## src/rtl/lut_corr_avg_if.sv

```systemverilog
// Port bundle between the LUT correction outputs and the averaging block.
// Optional raw-sum outputs exist only when LUT_CORR_AVG_RAW_SUM_EN is defined.
interface lut_corr_avg_if #(
  parameter int DW    = 21,
  parameter int DLY_W = 8
`ifdef LUT_CORR_AVG_RAW_SUM_EN
  , parameter int SUM_W = 24
`endif
);
  logic                    trig;
  logic [DLY_W-1:0]        delay;
  logic                    lut_cond;
  logic signed [DW-1:0]    bpm1_i_in, bpm1_q_in, bpm2_i_in, bpm2_q_in;
  logic signed [DW-1:0]    bpm1_i_avg, bpm1_q_avg, bpm2_i_avg, bpm2_q_avg;
  logic                    avg_valid;
  logic                    busy;
  logic                    timeout;
  logic                    overrun;
`ifdef LUT_CORR_AVG_RAW_SUM_EN
  logic signed [SUM_W-1:0] bpm1_i_sum, bpm1_q_sum, bpm2_i_sum, bpm2_q_sum;
`endif

  modport master (
    output trig, delay, lut_cond, bpm1_i_in, bpm1_q_in, bpm2_i_in, bpm2_q_in,
    input  bpm1_i_avg, bpm1_q_avg, bpm2_i_avg, bpm2_q_avg,
    input  avg_valid, busy, timeout, overrun
`ifdef LUT_CORR_AVG_RAW_SUM_EN
    , input bpm1_i_sum, bpm1_q_sum, bpm2_i_sum, bpm2_q_sum
`endif
  );

  modport slave (
    input  trig, delay, lut_cond, bpm1_i_in, bpm1_q_in, bpm2_i_in, bpm2_q_in,
    output bpm1_i_avg, bpm1_q_avg, bpm2_i_avg, bpm2_q_avg,
    output avg_valid, busy, timeout, overrun
`ifdef LUT_CORR_AVG_RAW_SUM_EN
    , output bpm1_i_sum, bpm1_q_sum, bpm2_i_sum, bpm2_q_sum
`endif
  );
endinterface

```

## src/rtl/lut_corr_avg.sv

```systemverilog
// Triggered, delayed 2^LOG2_N-sample average of the four BPM I/Q LUT outputs.
// Define LUT_CORR_AVG_RAW_SUM_EN to also expose the unrounded accumulator sums.
module lut_corr_avg #(
  parameter int DW      = 21,
  parameter int LOG2_N  = 3,
  parameter int DLY_W   = 8,
  parameter int TIMEOUT = 1024
) (
  input  logic         clk,
  input  logic         rst,
  lut_corr_avg_if.slave bus
);
  localparam int N  = 1 << LOG2_N;
  localparam int AW = DW + LOG2_N;
  localparam int TW = $clog2(TIMEOUT);
  localparam logic signed [AW-1:0] HALF = AW'(N / 2);

  typedef enum logic [1:0] {IDLE, WAIT, ACCUM, DONE} state_t;

  state_t               state_reg, state_next;
  logic [DLY_W-1:0]     dly_cnt_reg;
  logic [LOG2_N-1:0]    smp_cnt_reg;
  logic [TW-1:0]        tc_reg;
  logic                 avg_valid_reg, timeout_reg, overrun_reg;
  logic                 start, accept, last_smp, abort;
  logic signed [DW-1:0] din [4];

  assign din[0] = bus.bpm1_i_in;
  assign din[1] = bus.bpm1_q_in;
  assign din[2] = bus.bpm2_i_in;
  assign din[3] = bus.bpm2_q_in;

  always_ff @(posedge clk) begin
    if (rst) state_reg <= IDLE;
    else     state_reg <= state_next;
  end

  // The final sample takes priority over a timeout landing on the same cycle.
  always_comb begin
    state_next = state_reg;
    start      = 1'b0;
    accept     = 1'b0;
    last_smp   = 1'b0;
    abort      = 1'b0;
    case (state_reg)
      IDLE: begin
        if (bus.trig) begin
          start      = 1'b1;
          state_next = (bus.delay == '0) ? ACCUM : WAIT;
        end
      end
      WAIT: begin
        if (dly_cnt_reg == DLY_W'(1)) state_next = ACCUM;
      end
      ACCUM: begin
        accept   = bus.lut_cond;
        last_smp = bus.lut_cond && (smp_cnt_reg == LOG2_N'(N - 1));
        if (last_smp) begin
          state_next = DONE;
        end else if (tc_reg == TW'(TIMEOUT - 1)) begin
          abort      = 1'b1;
          state_next = IDLE;
        end
      end
      DONE:    state_next = IDLE;
      default: state_next = IDLE;
    endcase
  end

  always_ff @(posedge clk) begin
    if (rst) begin
      dly_cnt_reg   <= '0;
      smp_cnt_reg   <= '0;
      tc_reg        <= '0;
      avg_valid_reg <= 1'b0;
      timeout_reg   <= 1'b0;
      overrun_reg   <= 1'b0;
    end else begin
      avg_valid_reg <= (state_reg == DONE);
      timeout_reg   <= abort;
      if (bus.trig && (state_reg != IDLE)) overrun_reg <= 1'b1;
      if (start) begin
        dly_cnt_reg <= bus.delay;
        smp_cnt_reg <= '0;
        tc_reg      <= '0;
      end else if (state_reg == WAIT) begin
        dly_cnt_reg <= dly_cnt_reg - DLY_W'(1);
      end else if (state_reg == ACCUM) begin
        tc_reg <= tc_reg + TW'(1);
        if (accept) smp_cnt_reg <= smp_cnt_reg + LOG2_N'(1);
      end
    end
  end

  genvar gi;
  generate
    for (gi = 0; gi < 4; gi++) begin : g_ch
      logic signed [AW-1:0] acc_reg;
      logic signed [DW-1:0] avg_reg;

      // Bias by half an LSB then arithmetic shift: rounds half toward +inf.
      always_ff @(posedge clk) begin
        if (rst) begin
          acc_reg <= '0;
          avg_reg <= '0;
        end else begin
          if (start)       acc_reg <= '0;
          else if (accept) acc_reg <= acc_reg + {{LOG2_N{din[gi][DW-1]}}, din[gi]};
          if (state_reg == DONE) avg_reg <= DW'((acc_reg + HALF) >>> LOG2_N);
        end
      end
`ifdef LUT_CORR_AVG_RAW_SUM_EN
      logic signed [AW-1:0] sum_reg;
      always_ff @(posedge clk) begin
        if (rst)                    sum_reg <= '0;
        else if (state_reg == DONE) sum_reg <= acc_reg;
      end
`endif
    end
  endgenerate

  assign bus.bpm1_i_avg = g_ch[0].avg_reg;
  assign bus.bpm1_q_avg = g_ch[1].avg_reg;
  assign bus.bpm2_i_avg = g_ch[2].avg_reg;
  assign bus.bpm2_q_avg = g_ch[3].avg_reg;
`ifdef LUT_CORR_AVG_RAW_SUM_EN
  assign bus.bpm1_i_sum = g_ch[0].sum_reg;
  assign bus.bpm1_q_sum = g_ch[1].sum_reg;
  assign bus.bpm2_i_sum = g_ch[2].sum_reg;
  assign bus.bpm2_q_sum = g_ch[3].sum_reg;
`endif
  assign bus.avg_valid = avg_valid_reg;
  assign bus.busy      = (state_reg != IDLE);
  assign bus.timeout   = timeout_reg;
  assign bus.overrun   = overrun_reg;
endmodule

```

## src/flat_wrapper.sv

```systemverilog
// flat-port wrapper written by rule: the top's interface ports become plain ports
module lut_corr_avg_flat 
#(
  parameter int DW      = 21,
  parameter int LOG2_N  = 3,
  parameter int DLY_W   = 8,
  parameter int TIMEOUT = 1024
)
  (clk, rst, bus_trig, bus_delay, bus_lut_cond, bus_bpm1_i_in, bus_bpm1_q_in, bus_bpm2_i_in, bus_bpm2_q_in, bus_bpm1_i_avg, bus_bpm1_q_avg, bus_bpm2_i_avg, bus_bpm2_q_avg, bus_avg_valid, bus_busy, bus_timeout, bus_overrun);
  lut_corr_avg_if #(.DW(DW), .DLY_W(DLY_W)) bus_i ();
  input  logic clk;
  input  logic rst;
  input wire logic [$bits(bus_i.trig)-1:0] bus_trig;
  input wire logic [$bits(bus_i.delay)-1:0] bus_delay;
  input wire logic [$bits(bus_i.lut_cond)-1:0] bus_lut_cond;
  input wire logic [$bits(bus_i.bpm1_i_in)-1:0] bus_bpm1_i_in;
  input wire logic [$bits(bus_i.bpm1_q_in)-1:0] bus_bpm1_q_in;
  input wire logic [$bits(bus_i.bpm2_i_in)-1:0] bus_bpm2_i_in;
  input wire logic [$bits(bus_i.bpm2_q_in)-1:0] bus_bpm2_q_in;
  output wire logic [$bits(bus_i.bpm1_i_avg)-1:0] bus_bpm1_i_avg;
  output wire logic [$bits(bus_i.bpm1_q_avg)-1:0] bus_bpm1_q_avg;
  output wire logic [$bits(bus_i.bpm2_i_avg)-1:0] bus_bpm2_i_avg;
  output wire logic [$bits(bus_i.bpm2_q_avg)-1:0] bus_bpm2_q_avg;
  output wire logic [$bits(bus_i.avg_valid)-1:0] bus_avg_valid;
  output wire logic [$bits(bus_i.busy)-1:0] bus_busy;
  output wire logic [$bits(bus_i.timeout)-1:0] bus_timeout;
  output wire logic [$bits(bus_i.overrun)-1:0] bus_overrun;
  assign bus_i.trig = bus_trig;
  assign bus_i.delay = bus_delay;
  assign bus_i.lut_cond = bus_lut_cond;
  assign bus_i.bpm1_i_in = bus_bpm1_i_in;
  assign bus_i.bpm1_q_in = bus_bpm1_q_in;
  assign bus_i.bpm2_i_in = bus_bpm2_i_in;
  assign bus_i.bpm2_q_in = bus_bpm2_q_in;
  assign bus_bpm1_i_avg = bus_i.bpm1_i_avg;
  assign bus_bpm1_q_avg = bus_i.bpm1_q_avg;
  assign bus_bpm2_i_avg = bus_i.bpm2_i_avg;
  assign bus_bpm2_q_avg = bus_i.bpm2_q_avg;
  assign bus_avg_valid = bus_i.avg_valid;
  assign bus_busy = bus_i.busy;
  assign bus_timeout = bus_i.timeout;
  assign bus_overrun = bus_i.overrun;
  lut_corr_avg #(.DW(DW), .LOG2_N(LOG2_N), .DLY_W(DLY_W), .TIMEOUT(TIMEOUT)) u_core (.clk(clk), .rst(rst), .bus(bus_i));
endmodule
```

## config.mk

```make
export PLATFORM = sky130hd
export DESIGN_NAME = lut_corr_avg_flat
export DESIGN_NICKNAME = d
export VERILOG_FILES = /design/src/rtl/lut_corr_avg_if.sv /design/src/rtl/lut_corr_avg.sv /design/src/flat_wrapper.sv
export SDC_FILE = /design/constraint.sdc
export NUM_CORES = 1
export LEC_CHECK = 0
export CAP_MARGIN = 20
export CORE_ASPECT_RATIO = 0.5
export CORE_UTILIZATION = 33
export DETAILED_ROUTE_END_ITERATION = 12
export PLACE_DENSITY = 0.5
export SLEW_MARGIN = 20
export SYNTH_ARGS = -nofsm -noshare
export SYNTH_HDL_FRONTEND = slang
export SYNTH_SLANG_ARGS = --single-unit
```

## constraint.sdc

```tcl
create_clock -name clk -period 7 [get_ports clk]
set_clock_uncertainty 0.15 [all_clocks]
set_input_delay 2.1 -clock clk [delete_from_list [all_inputs] [get_ports clk]]
set_output_delay 2.1 -clock clk [all_outputs]
set_load 0.03 [all_outputs]
```

==> results.md, run 1 <==
- CP Buf/Inv Count: 1
- Top-area cell type share of the netlist area: 31.7%
- Vias per inst: 5.09
- # port buffers: 183
- Simple-gate area share of the yosys netlist: 22.0%
- Grt met3 use: 2.71%
- Unique masters post-synth: 73
- Routing usage on met1: 24.7%
- IO Pins: 184
- Nets: 1980
- RSZ-0062 raised after global routing: false
- Max-Cap Viols: 0
- Core area: 38100 µm²
- Post-DP HPWL: 26.7 mm
- Dominant cell type by area after synthesis: dfxtp_1
- Hold_buf cts: 0
- Max VDD drop: 0.163 mV
- Post-Layout Inst Area: 16100 µm²
- Max-slew headroom: 36.2%
- Fraction of registers with async set/reset: 0%
- Syn_nets: 1839
- Area contributors post-synth: dfxtp_1 (32%), ha_1 (9.7%), nand2_1 (6.6%)
- Worst path required time: 7.26 ns
- Fmax achieved: 207 MHz
- Crit path max fanout: 3
- First-pass DRT Iterations: 5
- Comb pwr share: 35.5%
- Pre-CTS WS: 1.64 ns
- Final WS setup: 2.17 ns
- Power Dens Cells: 266 nW/µm²
- Cts bufs inserted: 22
- Synth top cells by count: nand2_1 (228), dfxtp_1 (206), a21oi_1 (166), nor2_1 (162), ha_1 (101)
- Total congestion overflow: 0
- Initial antenna violation count: 0
- CP max-delay cell: a2111oi_4
- Post-synthesis mux area share: 0.423%
- Worst Hold Class: register to register
- Worst setup SP type: input pin
- Worst skew pair latency: 0.53 ns
- Initial Util: 34.1%
- CTS max path bufs: 3
- Cell count after synthesis: 1638
- Cells along the critical path: clkdlybuf4s50_1 -> ha_1 -> fa_1 -> a21oi_2 -> o21ai_2 -> a2111oi_4 -> o21ai_2 -> a41o_1 -> or3_1 -> a31oi_1 -> or3_1 -> nand3_1
- Row count: 50
- Routability congestion estimate: 0.833
- Clk pwr share: 29.4%
- Syn Std Cell Area: 13000 µm²
- Initial DRC Count: 551
- Switch share: 37.7%
- Fin crit share: 69.0%
- CP endpoint kind: register
- Top-count cell post-synth: nand2_1
- P_int: 2.66 mW
- Crit path kind: input pin to register
- Post-CTS resize count: 0
- # diodes: 0
- Setup TNS: 0 ns
- Die Width: 283 µm
- Clk pin slew, worst setup/hold paths: 0.07 ns
- Placed instance area: 15300 µm²
- Slew Viols, Final: 0
- Largest family of logic cells by synthesized area: compound AO/OA/AOI/OAI gates
- Sequential power share: 35.1%
- DRC violations left: 0
- Largest net degree at the start of global routing: 105
- Fin crit period: 4.83 ns
- ANT nets after route: 0
- Clock root buffer master: clkbuf_16
- Ys flop type: dfxtp_1
- Routed len/inst: 16.0 µm
- Endpoints failing setup: 0
- Delay-heaviest family, CP: compound AO/OA/AOI/OAI gates
- Filler instances: 3888
- Via count: 11800
- Largest register FFs: 96
- Compound-Gate Fraction of Synth Area: 23.1%
- Syn. warnings: 0
- LEAKAGE: 6.06 nW
- Post-synth EDFFs: 0
- GRT busiest layer: met2
- WHS: 0.309 ns
- Outcome: completed
- Register bit total from synthesis: 206
- Layout cells sized above 1: 4.46%
- First-pass GRT wire length: 59.9 mm
- CTS H-Tree Depth: 1
- Post-CTS setup buffers: 0
- M2 GR Usage: 31.4%
- GRT Util Overall: 18.4%
- CTS tree: done
- Adder-cell area share of the yosys netlist: 10.3%
- Net Sw Power: 1.61 mW
- Post-synthesis sequential area ratio: 31.7%
- Slew @ Worst Pin: 0.957 ns
- Total clock sinks: 206
- Post-Route WL: 37.0 mm
- Final Hold Vio Count: 0
- Critical path's largest stage delay: 0.47 ns
- Syn-to-layout area delta: 23.5%
- Post-layout util: 42.2%
- Full die area: 40300 µm²
- Syn Area/Cell: 7.94 µm²
- Number of global-route vias before repair: 11300
- CP arrival: 5.09 ns
- XOR/XNOR Fraction of Synth Area: 9.56%
- Die Ht: 142 µm
==> power by group through the flow <==
stage,sequential (mW),clock [mW],combinational (mW)
6_report,1.50,1.26,1.52
5_1_grt,1.52,1.36,1.69
4_1_cts,1.50,1.30,1.54
3_5_place_dp,1.53,0,1.53
3_3_place_gp,1.53,0,1.53
2_1_floorplan,1.65,0,0.896
==> final cells by class <==
type	instances	area [µm²]	share of cell area (%)
Clock buffer	27	631	3.93
Clock inverter	13	128	0.795
Inverter	23	86.3	0.538
Multi-Input combinational cell	1335	8530	53.1
Sequential cell	206	4120	25.7
Tap cell	520	651	4.05
Timing Repair Buffer	191	1910	11.9
==> routing by layer <==
metal	routed length, µm	vias up
met1	18300	5392
met4	568	0
met3	1180	31
met5	0	-
met2	17000	152
li1	-	6199
==> path summary, 6_finish.rpt <==
kind                                                             from                                      end  slack [ns]  depth (start not counted)
worst max-delay path                                 bus_bpm1_q_in[0]  u_core.g_ch[1].acc_reg[22]$_SDFFE_PP0P_        2.17                         12
worst min-delay path            u_core.bus.bpm2_i_avg[0]$_SDFFE_PP0P_    u_core.bus.bpm2_i_avg[0]$_SDFFE_PP0P_        0.31                          2
worst max register to register       u_core.state_reg[1]$_SDFFE_PP0P_  u_core.g_ch[2].acc_reg[18]$_SDFFE_PP0P_        3.66                          5
worst min register to register  u_core.bus.bpm2_i_avg[0]$_SDFFE_PP0P_    u_core.bus.bpm2_i_avg[0]$_SDFFE_PP0P_        0.31                          2
==> logic make-up (layout without fill, tap and decap cells) <==
logic type                 after synthesis  in the layout
DFF                                    206            206
AOI/OAI and AO/OA                      458            458
muxes                                    5              5
and+or+nand+nor                        625            625
xor gates and xnor gates               142            142
adders and majority gates              105            105
buffers and inverters                   97            254
==> placed cells by master, fill, tap and decap left out, types with 11 or more instances in the layout <==
cell,n
inv_1,23
nor2_1,162
and3_1,30
nand2_1,227
clkbuf_16,23
xnor2_1,74
a31oi_1,14
a21oi_1,166
a211oi_1,77
nand3_1,72
clkdlybuf4s50_1,182
o21bai_1,11
a311oi_1,17
nor3_1,17
o21ai_0,53
a21o_1,45
or3_1,32
dfxtp_1,206
xor2_1,68
ha_1,101
nand4_1,22
==> stage by stage <==
step | cells | power [mW]
global route | 2315 | 4.57
finish | 2315 | 4.27
floorplan | 1638 | 2.54
detailed placement | 2274 | 3.05
CTS | 2314 | 4.34
global placement | 2274 | 3.06
==> worst min-delay path, delay by kind of cell, from the launching register on <==
kind	cells	cell delay (ns)
compound gates	1	0.05
flops	1	0.31
simple gates	1	0.05
Note: power is estimated with default switching activity, not from simulation.
==> run 2: changes to the inputs <==
--- a/config.mk
+++ b/config.mk
@@ -9,7 +9,7 @@
 export CORE_ASPECT_RATIO = 0.5
 export CORE_UTILIZATION = 33
 export DETAILED_ROUTE_END_ITERATION = 12
-export PLACE_DENSITY = 0.5
+export PLACE_DENSITY = 0.52
 export SLEW_MARGIN = 20
 export SYNTH_ARGS = -nofsm -noshare
 export SYNTH_HDL_FRONTEND = slang
==> constraint.sdc (replaced) <==
create_clock -name clk -period 4.1 [get_ports clk]
set_clock_uncertainty 0.15 [all_clocks]
set_input_delay 1.23 -clock clk [delete_from_list [all_inputs] [get_ports clk]]
set_output_delay 1.23 -clock clk [all_outputs]
set_load 0.03 [all_outputs]
==> results.md, run 2 (synthesis gave the netlist of run 1 again) <==
- Commonest non-fill, non-tap cell in the layout: nand2_1 (unchanged)
- Setup TNS: 0 ns (unchanged)
- Initial DRC Count: 593 (was 551)
- Largest net degree at the start of global routing: 82 (was 105)
- Routability congestion estimate: 0.849 (was 0.833)
- Slew Viols, Final: 0 (unchanged)
- Post-CTS setup buffers: 0 (unchanged)
- ANT nets after route: 0 (unchanged)
- Crit path from: bus_bpm2_q_in[0] (was bus_bpm1_q_in[0])
- Slew @ Worst Pin: 0.728 ns (was 0.957 ns)
- Post-layout util: 43.5% (was 42.2%)
- Largest register FFs: 96 (unchanged)
- Max-slew headroom: 51.1% (was 36.2%)
- CP endpoint kind: register (unchanged)
- Power Dens Cells: 455 nW/µm² (was 266 nW/µm²)
- Core area: 38100 µm² (unchanged)
- Nets: 2044 (was 1980)
- Worst Hold Class: register to register (unchanged)
- Full die area: 40300 µm² (unchanged)
- End of the critical path: u_core.g_ch[3].acc_reg[20]$_SDFFE_PP0P_ (was u_core.g_ch[1].acc_reg[22]$_SDFFE_PP0P_)
- Commonest cells after routing, fill and taps aside: nand2_1 (227), dfxtp_1 (206), clkdlybuf4s50_1 (182) (unchanged)
- Delay-heaviest family, CP: compound AO/OA/AOI/OAI gates (unchanged)
- Worst skew pair latency: 0.52 ns (was 0.53 ns)
- Outcome: completed (unchanged)
- Final Hold Vio Count: 0 (unchanged)
- Fin crit period: 3.84 ns
- Via count: 12000 (was 11800)
- Clk pin slew, worst setup/hold paths: 0.07 ns (about the same)
- CTS tree: done (unchanged)
- Worst path required time: 4.35 ns (was 7.26 ns)
- Post-CTS resize count: 0 (unchanged)
- Post-Route WL: 37.6 mm (was 37.0 mm)
- Pwr Total: 7.55 mW (was 4.27 mW)
- Die Ht: 142 µm (unchanged)
- Cells along the critical path: clkdlybuf4s50_1 -> ha_1 -> fa_1 -> a21oi_1 -> o21ai_0 -> a21oi_1 -> a21oi_1 -> and4_1 -> a2111oi_2 -> buf_4 -> xor2_1 -> o21ai_0 (was clkdlybuf4s50_1 -> ha_1 -> fa_1 -> a21oi_2 -> o21ai_2 -> a2111oi_4 -> o21ai_2 -> a41o_1 -> or3_1 -> a31oi_1 -> or3_1 -> nand3_1)
- Number of global-route vias before repair: 11600 (was 11300)
- Reg-to-reg endpoint: u_core.g_ch[3].acc_reg[20]$_SDFFE_PP0P_ (was u_core.g_ch[2].acc_reg[18]$_SDFFE_PP0P_)
- Hold_buf cts: 0 (unchanged)
- Clock root buffer master: clkbuf_16 (unchanged)
- Vias per inst: 5.06 (was 5.09)
- Max VDD drop: 0.233 mV (was 0.163 mV)
- Die Width: 283 µm (unchanged)
- RSZ-0062 raised after global routing: false (unchanged)
- Routed len/inst: 15.8 µm (was 16.0 µm)
- DRC violations left: 0 (unchanged)
- Endpoints failing setup: 0 (unchanged)
- Initial antenna violation count: 2 (was 0)
- Worst setup SP type: input pin (unchanged)
- LEAKAGE: 6.40 nW (was 6.06 nW)
- Critical path depth: 12 (unchanged)
- Syn-to-layout area delta: 27.5% (was 23.5%)
- Cts bufs inserted: 23 (was 22)
- First-pass GRT wire length: 60.9 mm (was 59.9 mm)
- Initial Util: 34.1% (unchanged)
- CP max-delay cell: clkdlybuf4s50_1 (was a2111oi_4)
- Crit path kind: input pin to register (unchanged)
- CTS H-Tree Depth: 1 (unchanged)
- Total congestion overflow: 0 (unchanged)
- CP arrival: 4.10 ns (was 5.09 ns)
- GRT Util Overall: 18.7% (was 18.4%)
- Total clock sinks: 206 (unchanged)
- Post-DP HPWL: 28.0 mm (was 26.7 mm)
- First-pass DRT Iterations: 5 (unchanged)
- # port buffers: 183 (unchanged)
- Final WS setup: 0.257 ns (was 2.17 ns)
- Critical path's largest stage delay: 0.40 ns (was 0.47 ns)
- Row count: 50 (unchanged)
- Reg2reg setup slack: 1.08 ns (was 3.66 ns)
- CP Buf/Inv Count: 2 (was 1)
- Hold Startpoint: u_core.g_ch[2].acc_reg[0]$_SDFFE_PP0P_ (was u_core.bus.bpm2_i_avg[0]$_SDFFE_PP0P_)
- Max-Cap Viols: 0 (unchanged)
- Crit path max fanout: 3 (unchanged)
- Worst R2R Path Depth: 11 (was 5)
- Layout cells sized above 1: 7.69% (was 4.46%)
- Crit path top cell by count: a21oi_1
- Fmax achieved: 260 MHz
- WHS: 0.310 ns (was 0.309 ns)
- CTS max path bufs: 3 (unchanged)
- Pre-CTS WS: -0.297 ns (was 1.64 ns)
- IO Pins: 184 (unchanged)
- Fin crit share: 93.7%
- Reg2reg start: u_core.g_ch[3].acc_reg[0]$_SDFFE_PP0P_ (was u_core.state_reg[1]$_SDFFE_PP0P_)
[run 2: cell count changes in the layout (fill, tap and decap cells not counted)]
cell / before / now
clkinv_4: 2 / 1
buf_16: 1 / 0
clkinvlp_4: 2 / 0
bufinv_16: 2 / 4
buf_4: 8 / 71
clkbuf_8: 4 / 5
buf_12: 0 / 1
clkbuf_1: 0 / 1
diode_2: 0 / 2
[run 2: worst min-delay path by stage]
stage / end / cells past startpoint
2_1_floorplan: u_core.g_ch[0].acc_reg[0]$_SDFFE_PP0P_ / 2
3_3_place_gp: u_core.bus.bpm2_i_avg[0]$_SDFFE_PP0P_ / 2
3_5_place_dp: u_core.smp_cnt_reg[1]$_SDFFE_PP0P_ / 2
4_1_cts: u_core.smp_cnt_reg[1]$_SDFFE_PP0P_ / 2
5_1_grt: u_core.g_ch[2].acc_reg[0]$_SDFFE_PP0P_ / 2
6_report: u_core.g_ch[2].acc_reg[0]$_SDFFE_PP0P_ / 2
[run 2: report_power, final]
part	internal [mW]	switching, mW	total (mW)
combinational	1.12	1.60	2.71
sequential	2.29	0.273	2.56
clock	1.37	0.907	2.28
total	4.77	2.77	7.55
[run 2: final cells by class]
type | instances | area (µm²)
Antenna cell | 2 | 5.00
Clock buffer | 29 | 648
Clock inverter | 12 | 164
Fill cell | 3891 | 21500
Inverter | 23 | 86.3
Multi-Input combinational cell | 1335 | 8530
Sequential cell | 206 | 4120
Tap cell | 520 | 651
Timing Repair Buffer | 254 | 2370
[run 2: through the flow]
| stage | instance area, µm² | std cells |
|---|---|---|
| after detailed placement | 15800 | 2338 |
| after floorplan | 13000 | 1638 |
| after global placement | 15800 | 2338 |
| after global routing | 16600 | 2381 |
| final | 16600 | 2381 |
| after CTS | 16600 | 2379 |
[run 2: worst min-delay path, stage by stage, from the launching register on]
cell     delay (ns)
dfxtp_1        0.31
nand2_1        0.05
a21oi_1        0.05
[run 2: layer usage]
| layer | track usage (%) | up-vias | routed length, µm |
|---|---|---|---|
| li1 | - | 6324 | - |
| met1 | 25.4 | 5550 | 18600 |
| met2 | 31.8 | 133 | 17400 |
| met3 | 2.08 | 42 | 903 |
| met4 | 4.07 | 0 | 708 |
| met5 | 0 | - | 0 |
==> run 3: changes to the inputs <==
--- a/config.mk
+++ b/config.mk
@@ -5,10 +5,11 @@
 export SDC_FILE = /design/constraint.sdc
 export NUM_CORES = 1
 export LEC_CHECK = 0
-export CAP_MARGIN = 20
 export CORE_ASPECT_RATIO = 0.5
+export CORE_MARGIN = 2
 export CORE_UTILIZATION = 33
 export DETAILED_ROUTE_END_ITERATION = 12
+export MAX_ROUTING_LAYER = met4
 export PLACE_DENSITY = 0.52
 export SLEW_MARGIN = 20
 export SYNTH_ARGS = -nofsm -noshare
==> results.md, run 3 (synthesis gave the netlist of run 1 again) <==
- Crit path from: bus_bpm1_q_in[0] (was bus_bpm2_q_in[0])
- Worst setup SP type: input pin (unchanged)
- Fin crit share: 93.8% (was 93.7%)
- Cts bufs inserted: 22 (was 23)
- Worst path required time: 4.36 ns (was 4.35 ns)
- Die Ht: 144 µm (was 142 µm)
- Max VDD drop: 0.203 mV (was 0.233 mV)
- IO Pins: 184 (unchanged)
- Via count: 12000 (about the same)
- Power Dens Cells: 444 nW/µm² (was 455 nW/µm²)
- Sequential power share: 34.8% (was 33.9%)
- Nets: 2048 (was 2044)
- Slew Viols, Final: 0 (unchanged)
- Worst Hold Class: register to register (unchanged)
- Post-CTS setup buffers: 0 (unchanged)
- Clock root buffer master: clkbuf_16 (unchanged)
- Commonest non-fill, non-tap cell in the layout: nand2_1 (unchanged)
- CTS tree: done (unchanged)
- Final Hold Vio Count: 0 (unchanged)
- Hold_buf cts: 0 (unchanged)
- Row count: 51 (was 50)
- P_int: 4.59 mW (was 4.77 mW)
- LEAKAGE: 6.36 nW (was 6.40 nW)
- Fmax achieved: 260 MHz (about the same)
- Slew @ Worst Pin: 0.787 ns (was 0.728 ns)
- CTS H-Tree Depth: 1 (unchanged)
- Placed instance area: 15800 µm² (about the same)
- Post-DP HPWL: 27.9 mm (was 28.0 mm)
- Setup TNS: 0 ns (unchanged)
- Full die area: 41100 µm² (was 40300 µm²)
- Worst skew pair latency: 0.53 ns (was 0.52 ns)
- Clk pin slew, worst setup/hold paths: 0.07 ns (about the same)
- CTS max path bufs: 3 (unchanged)
- Crit path kind: input pin to register (unchanged)
- Initial DRC Count: 584 (was 593)
- Core area: 38900 µm² (was 38100 µm²)
- Number of global-route vias before repair: 11600 (about the same)
- Total congestion overflow: 0 (unchanged)
- Vias per inst: 5.02 (was 5.06)
- Total clock sinks: 206 (unchanged)
- Switch share: 37.5% (was 36.8%)
- Reg area: 4120 µm² (unchanged)
- Layout cells sized above 1: 7.73% (was 7.69%)
- Post-Layout Inst Area: 16500 µm² (was 16600 µm²)
- Largest register FFs: 96 (unchanged)
- Routability congestion estimate: 0.855 (was 0.849)
- Fin crit period: 3.84 ns (about the same)
- Largest net degree at the start of global routing: 71 (was 82)
- Clk pwr share: 28.0% (was 30.1%)
- Crit path max fanout: 3 (unchanged)
- Syn-to-layout area delta: 27.1% (was 27.5%)
- Post-CTS resize count: 0 (unchanged)
- GRT Util Overall: 18.6% (was 18.7%)
- Initial antenna violation count: 0 (was 2)
- Initial Util: 33.5% (was 34.1%)
- DRC violations left: 0 (unchanged)
- First-pass GRT wire length: 60.9 mm (about the same)
- Endpoints failing setup: 0 (unchanged)
- Multi-input logic area: 8530 µm² (unchanged)
- RSZ-0062 raised after global routing: false (unchanged)
- Outcome: completed (unchanged)
- Max-Cap Viols: 0 (unchanged)
- # port buffers: 183 (unchanged)
- Die Width: 285 µm (was 283 µm)
- Commonest cells after routing, fill and taps aside: nand2_1 (227), dfxtp_1 (206), clkdlybuf4s50_1 (182) (unchanged)
- Reg2reg start: u_core.g_ch[1].acc_reg[0]$_SDFFE_PP0P_ (was u_core.g_ch[3].acc_reg[0]$_SDFFE_PP0P_)
- CP arrival: 4.11 ns (was 4.10 ns)
- Filler instances: 3986 (was 3891)
- Max-slew headroom: 47.4% (was 51.1%)
- Comb pwr share: 37.2% (was 35.9%)
- ANT nets after route: 0 (unchanged)
- Routed len/inst: 15.6 µm (was 15.8 µm)
- Net Sw Power: 2.75 mW (was 2.77 mW)
- CP endpoint kind: register (unchanged)
- First-pass DRT Iterations: 5 (unchanged)
- Hold Startpoint: u_core.bus.bpm2_q_avg[0]$_SDFFE_PP0P_ (was u_core.g_ch[2].acc_reg[0]$_SDFFE_PP0P_)
- Post-Route WL: 37.3 mm (was 37.6 mm)
==> run 3: cell count changes in the layout (fill, tap and decap cells not counted), sizes merged <==
cell      change
clkbuf        -2
buf           +5
bufinv        -2
clkinvlp      +2
diode         -1
==> run 3: worst max-delay path: stages <==
cell and delay [ns]:
clkdlybuf4s50_1 0.41, ha_1 0.22, fa_1 0.42, a21oi_2 0.20, o21ai_2 0.13, a2111oi_4 0.43
o21ai_2 0.11, a41o_1 0.26, or3_1 0.31, a31oi_1 0.20, or3_1 0.13, nand3_1 0.06
==> run 3: path summary, 6_finish.rpt <==
kind	end	slack [ns]	cells after the start
min	u_core.bus.bpm2_q_avg[0]$_SDFFE_PP0P_	0.31	2
max reg2reg	u_core.g_ch[1].acc_reg[22]$_SDFFE_PP0P_	1.09	11
min reg2reg	u_core.bus.bpm2_q_avg[0]$_SDFFE_PP0P_	0.31	2
max	u_core.g_ch[1].acc_reg[22]$_SDFFE_PP0P_	0.26	12
==> run 3: area by class of cell <==
type                       instances  area share, %
antenna                            1         0.0151
clock buffer                      27           3.63
timing repair buffer             259           14.5
inverter                          23          0.522
tap                              530           4.01
clock inverter                    12          0.719
sequential                       206           25.0
multi-input combinational       1335           51.6
==> run 3: stage by stage <==
| stage | power (mW) | utilization (%) | hold slack, ns | worst slack (ns) | std cells |
|---|---|---|---|---|---|
| global route | 7.85 | 42.5 | 0.332 | 0.0635 | 2392 |
| finish | 7.34 | 42.5 | 0.307 | 0.256 | 2393 |
| global placement | 5.35 | 40.7 | 0.296 | -0.262 | 2353 |
| floorplan | 4.34 | - | 0.290 | 0.339 | 1638 |
| CTS | 7.45 | 42.5 | 0.310 | 0.264 | 2392 |
| detailed placement | 5.35 | 40.7 | 0.300 | -0.288 | 2353 |
==> run 3: metal layers <==
layer  track usage, %  vias up  wire (µm)
met1             24.1     5537      18400
met2             32.1      122      17500
met4             2.58        0        459
met5                -        -          0
li1                 -     6332          -
met3             2.37       30        947
==> run 3: power by group through the flow <==
| stage | sequential (mW) | combinational (mW) | clock, mW |
|---|---|---|---|
| 5_1_grt | 2.61 | 3.04 | 2.21 |
| 3_5_place_dp | 2.60 | 2.75 | 0 |
| 6_report | 2.55 | 2.73 | 2.05 |
| 4_1_cts | 2.56 | 2.76 | 2.13 |
| 2_1_floorplan | 2.81 | 1.53 | 0 |
| 3_3_place_gp | 2.60 | 2.75 | 0 |
